==> src/rtl/qpp_addr_gen.sv <==
// LTE QPP interleaver address generator for one lane: emits pi(8n+o) for n = 0..K/8-1.
// Latency: start -> first address one cycle later; one address per cycle while addr_ready is high.
// Backpressure: addr, n and last hold while addr_valid & ~addr_ready; count_enable follows the handshake.
module qpp_addr_gen (
    input  logic        clk,
    input  logic        reset,
    input  logic        start,
    input  logic        block_size,
    input  logic [2:0]  offset,
    output logic [12:0] addr,
    output logic        addr_valid,
    input  logic        addr_ready,
    output logic        last,
    output logic        count_enable,
    output logic        busy
);

    typedef enum logic {S_IDLE, S_RUN} state_t;

    state_t      r_state, w_state_nxt;
    logic        r_size, w_size_nxt;
    logic [2:0]  r_off, w_off_nxt;
    logic [12:0] r_addr, w_addr_nxt;
    logic [9:0]  r_n, w_n_nxt;

    logic [12:0] w_seed;
    logic [12:0] w_delta;
    logic [12:0] w_k;
    logic [9:0]  w_term;
    logic [13:0] w_sum;
    logic [12:0] w_wrap;
    logic [12:0] w_step;
    logic        w_hs;
    logic        w_at_term;

    // pi(o) for the offset/size presented alongside start
    always_comb begin
        w_seed = 13'd0;
        case ({block_size, offset})
            4'b0_000: w_seed = 13'd0;
            4'b0_001: w_seed = 13'd83;
            4'b0_010: w_seed = 13'd298;
            4'b0_011: w_seed = 13'd645;
            4'b0_100: w_seed = 13'd68;
            4'b0_101: w_seed = 13'd679;
            4'b0_110: w_seed = 13'd366;
            4'b0_111: w_seed = 13'd185;
            4'b1_000: w_seed = 13'd0;
            4'b1_001: w_seed = 13'd743;
            4'b1_010: w_seed = 13'd2446;
            4'b1_011: w_seed = 13'd5109;
            4'b1_100: w_seed = 13'd2588;
            4'b1_101: w_seed = 13'd1027;
            4'b1_110: w_seed = 13'd426;
            4'b1_111: w_seed = 13'd785;
            default:  w_seed = 13'd0;
        endcase
    end

    // Stride-8 increment depends only on the latched size and offset mod 4
    always_comb begin
        w_delta = 13'd136;
        if (r_size) begin
            case (r_off[1:0])
                2'd0:    w_delta = 13'd2104;
                2'd1:    w_delta = 13'd3640;
                2'd2:    w_delta = 13'd5176;
                default: w_delta = 13'd568;
            endcase
        end
    end

    assign w_k       = r_size ? 13'd6144 : 13'd1056;
    assign w_term    = r_size ? 10'd767  : 10'd131;
    assign w_sum     = {1'b0, r_addr} + {1'b0, w_delta};
    // Result is < K < 8192, so the low 13 bits of the difference are exact
    assign w_wrap    = w_sum[12:0] - w_k;
    assign w_step    = (w_sum >= {1'b0, w_k}) ? w_wrap : w_sum[12:0];
    assign w_hs      = (r_state == S_RUN) && addr_ready;
    assign w_at_term = (r_n == w_term);

    always_comb begin
        w_state_nxt = r_state;
        w_size_nxt  = r_size;
        w_off_nxt   = r_off;
        w_addr_nxt  = r_addr;
        w_n_nxt     = r_n;
        case (r_state)
            S_IDLE: begin
                if (start) begin
                    w_size_nxt  = block_size;
                    w_off_nxt   = offset;
                    w_addr_nxt  = w_seed;
                    w_n_nxt     = 10'd0;
                    w_state_nxt = S_RUN;
                end
            end
            S_RUN: begin
                if (w_hs) begin
                    if (w_at_term) begin
                        w_state_nxt = S_IDLE;
                    end else begin
                        w_addr_nxt = w_step;
                        w_n_nxt    = r_n + 10'd1;
                    end
                end
            end
            default: w_state_nxt = S_IDLE;
        endcase
    end

    always_ff @(posedge clk or negedge reset) begin
        if (!reset) begin
            r_state <= S_IDLE;
            r_size  <= 1'b0;
            r_off   <= 3'd0;
            r_addr  <= 13'd0;
            r_n     <= 10'd0;
        end else begin
            r_state <= w_state_nxt;
            r_size  <= w_size_nxt;
            r_off   <= w_off_nxt;
            r_addr  <= w_addr_nxt;
            r_n     <= w_n_nxt;
        end
    end

    assign addr         = r_addr;
    assign addr_valid   = (r_state == S_RUN);
    assign busy         = (r_state == S_RUN);
    assign last         = (r_state == S_RUN) && w_at_term;
    assign count_enable = addr_valid && addr_ready;

endmodule

==> config.mk <==
export PLATFORM = sky130hd
export DESIGN_NAME = qpp_addr_gen
export DESIGN_NICKNAME = d
export VERILOG_FILES = /design/src/rtl/qpp_addr_gen.sv
export SDC_FILE = /design/constraint.sdc
export NUM_CORES = 1
export LEC_CHECK = 0
export CAP_MARGIN = 20
export CORE_AREA = 2 2 69 84
export CTS_CLUSTER_DIAMETER = 200
export DETAILED_ROUTE_END_ITERATION = 10
export DIE_AREA = 0 0 71 86
export MAX_ROUTING_LAYER = met4
export PLACE_DENSITY = 0.78
export SYNTH_ARGS = -nofsm -noshare
export SYNTH_HDL_FRONTEND = slang
export SYNTH_SLANG_ARGS = --single-unit
==> constraint.sdc <==
create_clock -name clk -period 4.02 [get_ports clk]
set_input_delay 1.005 -clock clk [delete_from_list [all_inputs] [get_ports clk]]
set_output_delay 1.005 -clock clk [all_outputs]
set_load 0.05 [all_outputs]
Word-level counts from Yosys, hierarchy flattened

Memories as Yosys holds them, arrays and structs flattened.
Index checks and enable logic that the tools add are counted.

Memories: 1
Register bits after elaboration: 27
ROM bits: 208
Bits of input ports: 8

Memory list:

| name             | depth | bits a word | rd ports | clocked after memory_dff | write ports | line | source |
|---|---|---|---|---|---|---|---|
| (name not given) | 16    | 13          | 1        | 0                        | 0           | 39   | `case ({block_size, offset})` |

Multiplexer cells: 17
Equality and inequality tests: 6
Add/sub/neg operators: 3
Order comparisons: 1
Bitwise operators: 1
Reductions and logical operators: 5

Operators with widths:

| cell                                                 | number |
|---|---|
| two-way mux 13 bit                                   | 6 |
| two-way mux 10 bit                                   | 4 |
| case mux 13 bit (3 select lines)                     | 1 |
| case mux 13 bit (2 select lines)                     | 1 |
| case mux 10 bit (2 select lines)                     | 1 |
| adder 13 x 13 -> 14 bit                              | 1 |
| >= comparator 14 x 13 -> 1 bit                       | 1 |
| subtractor 13 bit                                    | 1 |
| adder 10 x 1 -> 10 bit (second input constant)       | 1 |
| equality test 10 bit                                 | 1 |
| inequality test 2 bit (second input constant)        | 3 |
| two-way mux 1 bit                                    | 3 |
| AND reduction 3 bit                                  | 1 |
| equality test 2 x 1 -> 1 bit (second input constant) | 1 |
| equality test 2 bit (second input constant)          | 1 |
| logical AND 1 bit                                    | 2 |
| logical NOT 2 bit                                    | 1 |
| case mux 1 bit (2 select lines)                      | 1 |
| AND reduction 2 bit                                  | 1 |
| NOT 1 bit                                            | 1 |

Longest topological paths before layout

Depth after elaboration: 9
Gate-level depth with buffers: 16
Depth with buffers taken out: 16

Least setup slack after synthesis

OpenSTA, ideal clock, no wires.

Kind: reg-to-reg
Start: register r_addr[3] (netlist: addr[3])
End: register r_addr[6] (netlist: addr[6])
Stages on the path, launching flop included: 13
Required time: 3930 ps
Arrival: 3378 ps
Clock period less this slack: 3468 ps
Path slack: 552 ps
Setup time: 90 ps
Cells stage by stage: dfrtp_1 -> fa_1 -> a21oi_1 -> o21ai_0 -> a221o_1 -> xor2_1 -> ha_1 -> a21o_1 -> a21oi_1 -> a31oi_1 -> nor2_1 -> mux2_2 -> o221ai_1

Longest elaborated chain between the ends: 6
Elaborated cells on any way between the ends: 7
Classes of those cells: add/sub (2); order compare (1); mux (4)

Ends and longest elaborated chain:

| what                                                                       | line   | source |
|---|---|---|
| start, declared                                                            | 23     | `logic [12:0] r_addr, w_addr_nxt;` |
| start signal, assigned                                                     | 123    | `r_addr <= w_addr_nxt;` |
| adder 13 x 13 -> 14 bit *                                                  | 75     | `assign w_sum = {1'b0, r_addr} + {1'b0, w_delta};` |
| subtractor 13 bit / >= comparator 14 x 13 -> 1 bit (equally long branches) | 77, 78 |  |
| two-way mux 13 bit *                                                       | 78     | `assign w_step = (w_sum >= {1'b0, w_k}) ? w_wrap : w_sum[12:0];` |
| two-way mux 13 bit *                                                       | 100    | `if (w_at_term) begin` |
| two-way mux 13 bit *                                                       | 99     | `if (w_hs) begin` |
| case mux 13 bit (2 select lines) *                                         | 88     | `case (r_state)` |

Mark *: on every way between the ends. The rest lies on a longest branch, timed or not. The select of a mux whose other input is x is not followed.
A chain may end at the register's enable or synchronous reset.

Worst setup path after layout

Start: register r_n[2]
End: output port last

Longest elaborated chain between the ends: 2

Ends and longest elaborated chain:

| what                   | line | source |
|---|---|---|
| start, declared        | 24   | `logic [9:0] r_n, w_n_nxt;` |
| start signal, assigned | 124  | `r_n <= w_n_nxt;` |
| equality test 10 bit   | 80   | `assign w_at_term = (r_n == w_term);` |
| logical AND 1 bit      | 131  | `assign last = (r_state == S_RUN) && w_at_term;` |
| end, declared          | 13   | `output logic last,` |

Every way passes these cells.

==> flow_metrics.tcl <==
set metrics [dict create \
    netlist_area_um2 2430 \
    synth_edf_count 0 \
    track_usage 0.212 \
    crit_arrival_ns 2.66 \
    rsz0062_at_grt "no" \
    post-place-ws_ns 0.342 \
    drt-vias-per-instance 5.92 \
    cp_max_fo 6 \
    fin_worst_skew_ns 0.00517 \
    period_needed_ns 3.67 \
    wl_met3_um 151 \
    num_rows 29 \
    syn_to_final_growth_pct 13.2 \
    synth.area.top_cells "dfrtp_1 28%, ha_1 11%, a21oi_1 4.7%, nand2_1 4.6%, xnor2_1 4.3%" \
    synth-seq-area-share 0.278 \
    drt-pass1-iter-count 4 \
    hold_depth 2 \
    synth_async_sr_flop_share 1.00 \
    clock_sinks 27 \
    wl_met1_um 2650 \
    tns_ns 0 \
    synth.top_cell.area_share 0.278 \
    place_congestion 0.962 \
    tritoncts "yes" \
    clockBufferDepth 2 \
    final_area_um2 2750 \
    wl_per_cell_um 16.2 \
    synth_seq_cells 27 \
    placed_area_um2 2710 \
    ant_nets 0 \
    antenna_found_initial 0 \
    drive_above_1_share 0.0660 \
    p_leak_nw 1.20 \
    relSlewSlack 0.473 \
    grt_pass1_wl_um 10200 \
    cts_buffers 3 \
    vias 2162 \
    setup-violations-final 0 \
    crit_type "register to output port" \
    dp_hpwl_um 4480 \
    syn_nets 317 \
    drv_cap 0 \
    worst_pin_slew_ns 0.790 \
    first_iter_violations 90 \
    dieHeight_um 86 \
    reg2reg_setup_slack_ns 0.37 \
    route.detailed.drc 0 \
    p_per_area_nw_per_um2 756 \
    synth_area_per_cell_um2 8.48 \
    syn_inst 287 \
    layout.nets 334 \
    post-cts-setup-buffer-count 0 \
    synth_top_flop_cell "dfrtp_1" \
    pin_count 25 \
    top_layer_used "met4" \
    hold_violations 0 \
    grt_max_degree 28 \
    grt-ovfl-total 0 \
    wl_um 5910 \
    max_freq_ghz 0.273 \
    min_path_type "register to register" \
    layout_setup_ws_ns 0.354 \
    initial_utilization 0.463 \
    die_w_um 71 \
    peakVddDrop_mv 0.642 \
    reg2regPathDepth 12 \
    drv_slew 0 \
    placedCellCount 361 \
    root_buffer "clkbuf_8" \
    ys_types 63 \
    fin_crit_sh 0.912 \
    htree_levels 1 \
    num_antenna_cells 0 \
    end_kind "output port" \
    coreArea_um2 5260 \
    required_ns 3.01 \
    clk_latency_ns 0.28 \
    dr_wl_met2_um 3000 \
    synth_top_area_cell "dfrtp_1" \
    outcome "complete, no violations" \
    path_clk_slew_ns 0.10 \
    die-area_um2 6110 \
    portBuffers 24 \
    cp-start-kind "register" \
    stdcell_count 365 \
    grt_pass1_vias 2077 \
    yosysWarnings 0 \
]
cells in the mapped netlist (all sizes together), types with 2 or more instances:
cell type  count
o21ai         18
nor3           5
nor3b          2
nor2          22
o311ai         2
or3            3
inv           12
o211a          2
nand4          2
and2           5
or2            2
nand3          4
xor2           6
nor4           2
ha            21
a211o          5
mux2           3
o221ai         2
clkbuf         9
o21a           2
buf            7
nand2         30
dfrtp         27
a21o           3
o211ai         5
xnor2         12
nor2b          3
nand2b         7
a21oi         24
nand4b         2
a31oi          3
o22a           3
nor4bb         2
a31o           4
mux2i          6
and4           2
logic make-up (layout without fill, tap and decap cells):
| kind of cell | count (synthesis) | count (layout) | share of synthesized area |
|---|---|---|---|
| AND/OR/NAND/NOR | 97 | 97 | 0.211 |
| AO/OA/AOI/OAI | 85 | 85 | 0.241 |
| multiplexers | 9 | 9 | 0.0386 |
| flip-flops | 27 | 27 | 0.278 |
| XOR/XNOR | 18 | 18 | 0.0648 |
| adder cells (fa/ha/maj) | 22 | 22 | 0.116 |
| buffers and inverters | 29 | 45 | 0.0509 |
power by group:
part / internal (W) / switching, W
combinational: 0.000630 / 0.000801
sequential: 0.000358 / 0.000135
clock: 0.0000697 / 0.0000883
sequential cells by signal, summed over array words and instances (netlist names):
name,flops
r_off,2
addr_valid,1
r_n,10
r_size,1
addr,13
critical path, cell delays in order, from the launching register on:
cell,delay [ns]
dfrtp_1,0.47
or4_4,0.55
nor4_4,0.18
o2111ai_2,0.24
nor2_1,0.13
clkdlybuf4s50_1,0.81
timing repair:
| item | 4_1_cts | 5_1_grt |
|---|---|---|
| endpoints found under the setup margin | 0 | 1 |
| hold buffers | 0 | 0 |
| resized for setup | 0 | 1 |
cell type report:
class	count	area, um2
clock buffer	3	41.3
clock inverter	1	5.00
fill	485	2510
inverter	13	48.8
multi-input combinational	231	1630
sequential	27	677
tap	62	77.6
timing repair buffer	28	270
final timing paths:
kind                               from       to
worst max-delay path             r_n[2]     last
worst min-delay path            addr[2]  addr[2]
worst max register to register   r_size  addr[6]
worst min register to register  addr[2]  addr[2]
max in group asynchronous         reset   r_size
min in group asynchronous         reset   r_n[8]
cell usage in the layout (no fill, tap or decap), drive strengths merged, types with 3 or more instances in the layout:
master and instances:
or3 3, buf 4, a211o 5, o21ai 18, a21o 3, nor2 22, nand2b 7, a31o 4
ha 21, nand2 30, nor2b 3, clkbuf 3, mux2i 6, o22a 3, a21oi 24, dfrtp 27
mux2 3, nor3 5, o211ai 5, a31oi 3, clkdlybuf4s50 24, nand3 4, and2 5, xnor2 12
inv 12, xor2 6
layer usage:
metal  global-route usage  vias up
li1                     -     1076
met1                0.259     1031
met2                0.369       43
met3               0.0223       12
met4               0.0600        0
met5                    -        -
through the flow:
step | power (W) | hold WS [ns] | utilization
finish | 0.00208 | 0.555 | 0.523
detailed placement | 0.00191 | 0.515 | 0.514
global placement | 0.00189 | 0.516 | 0.514
global route | 0.00226 | 0.577 | 0.523
CTS | 0.00208 | 0.539 | 0.523
floorplan | 0.00157 | 0.515 | -
(Power assumes the default switching activity.)
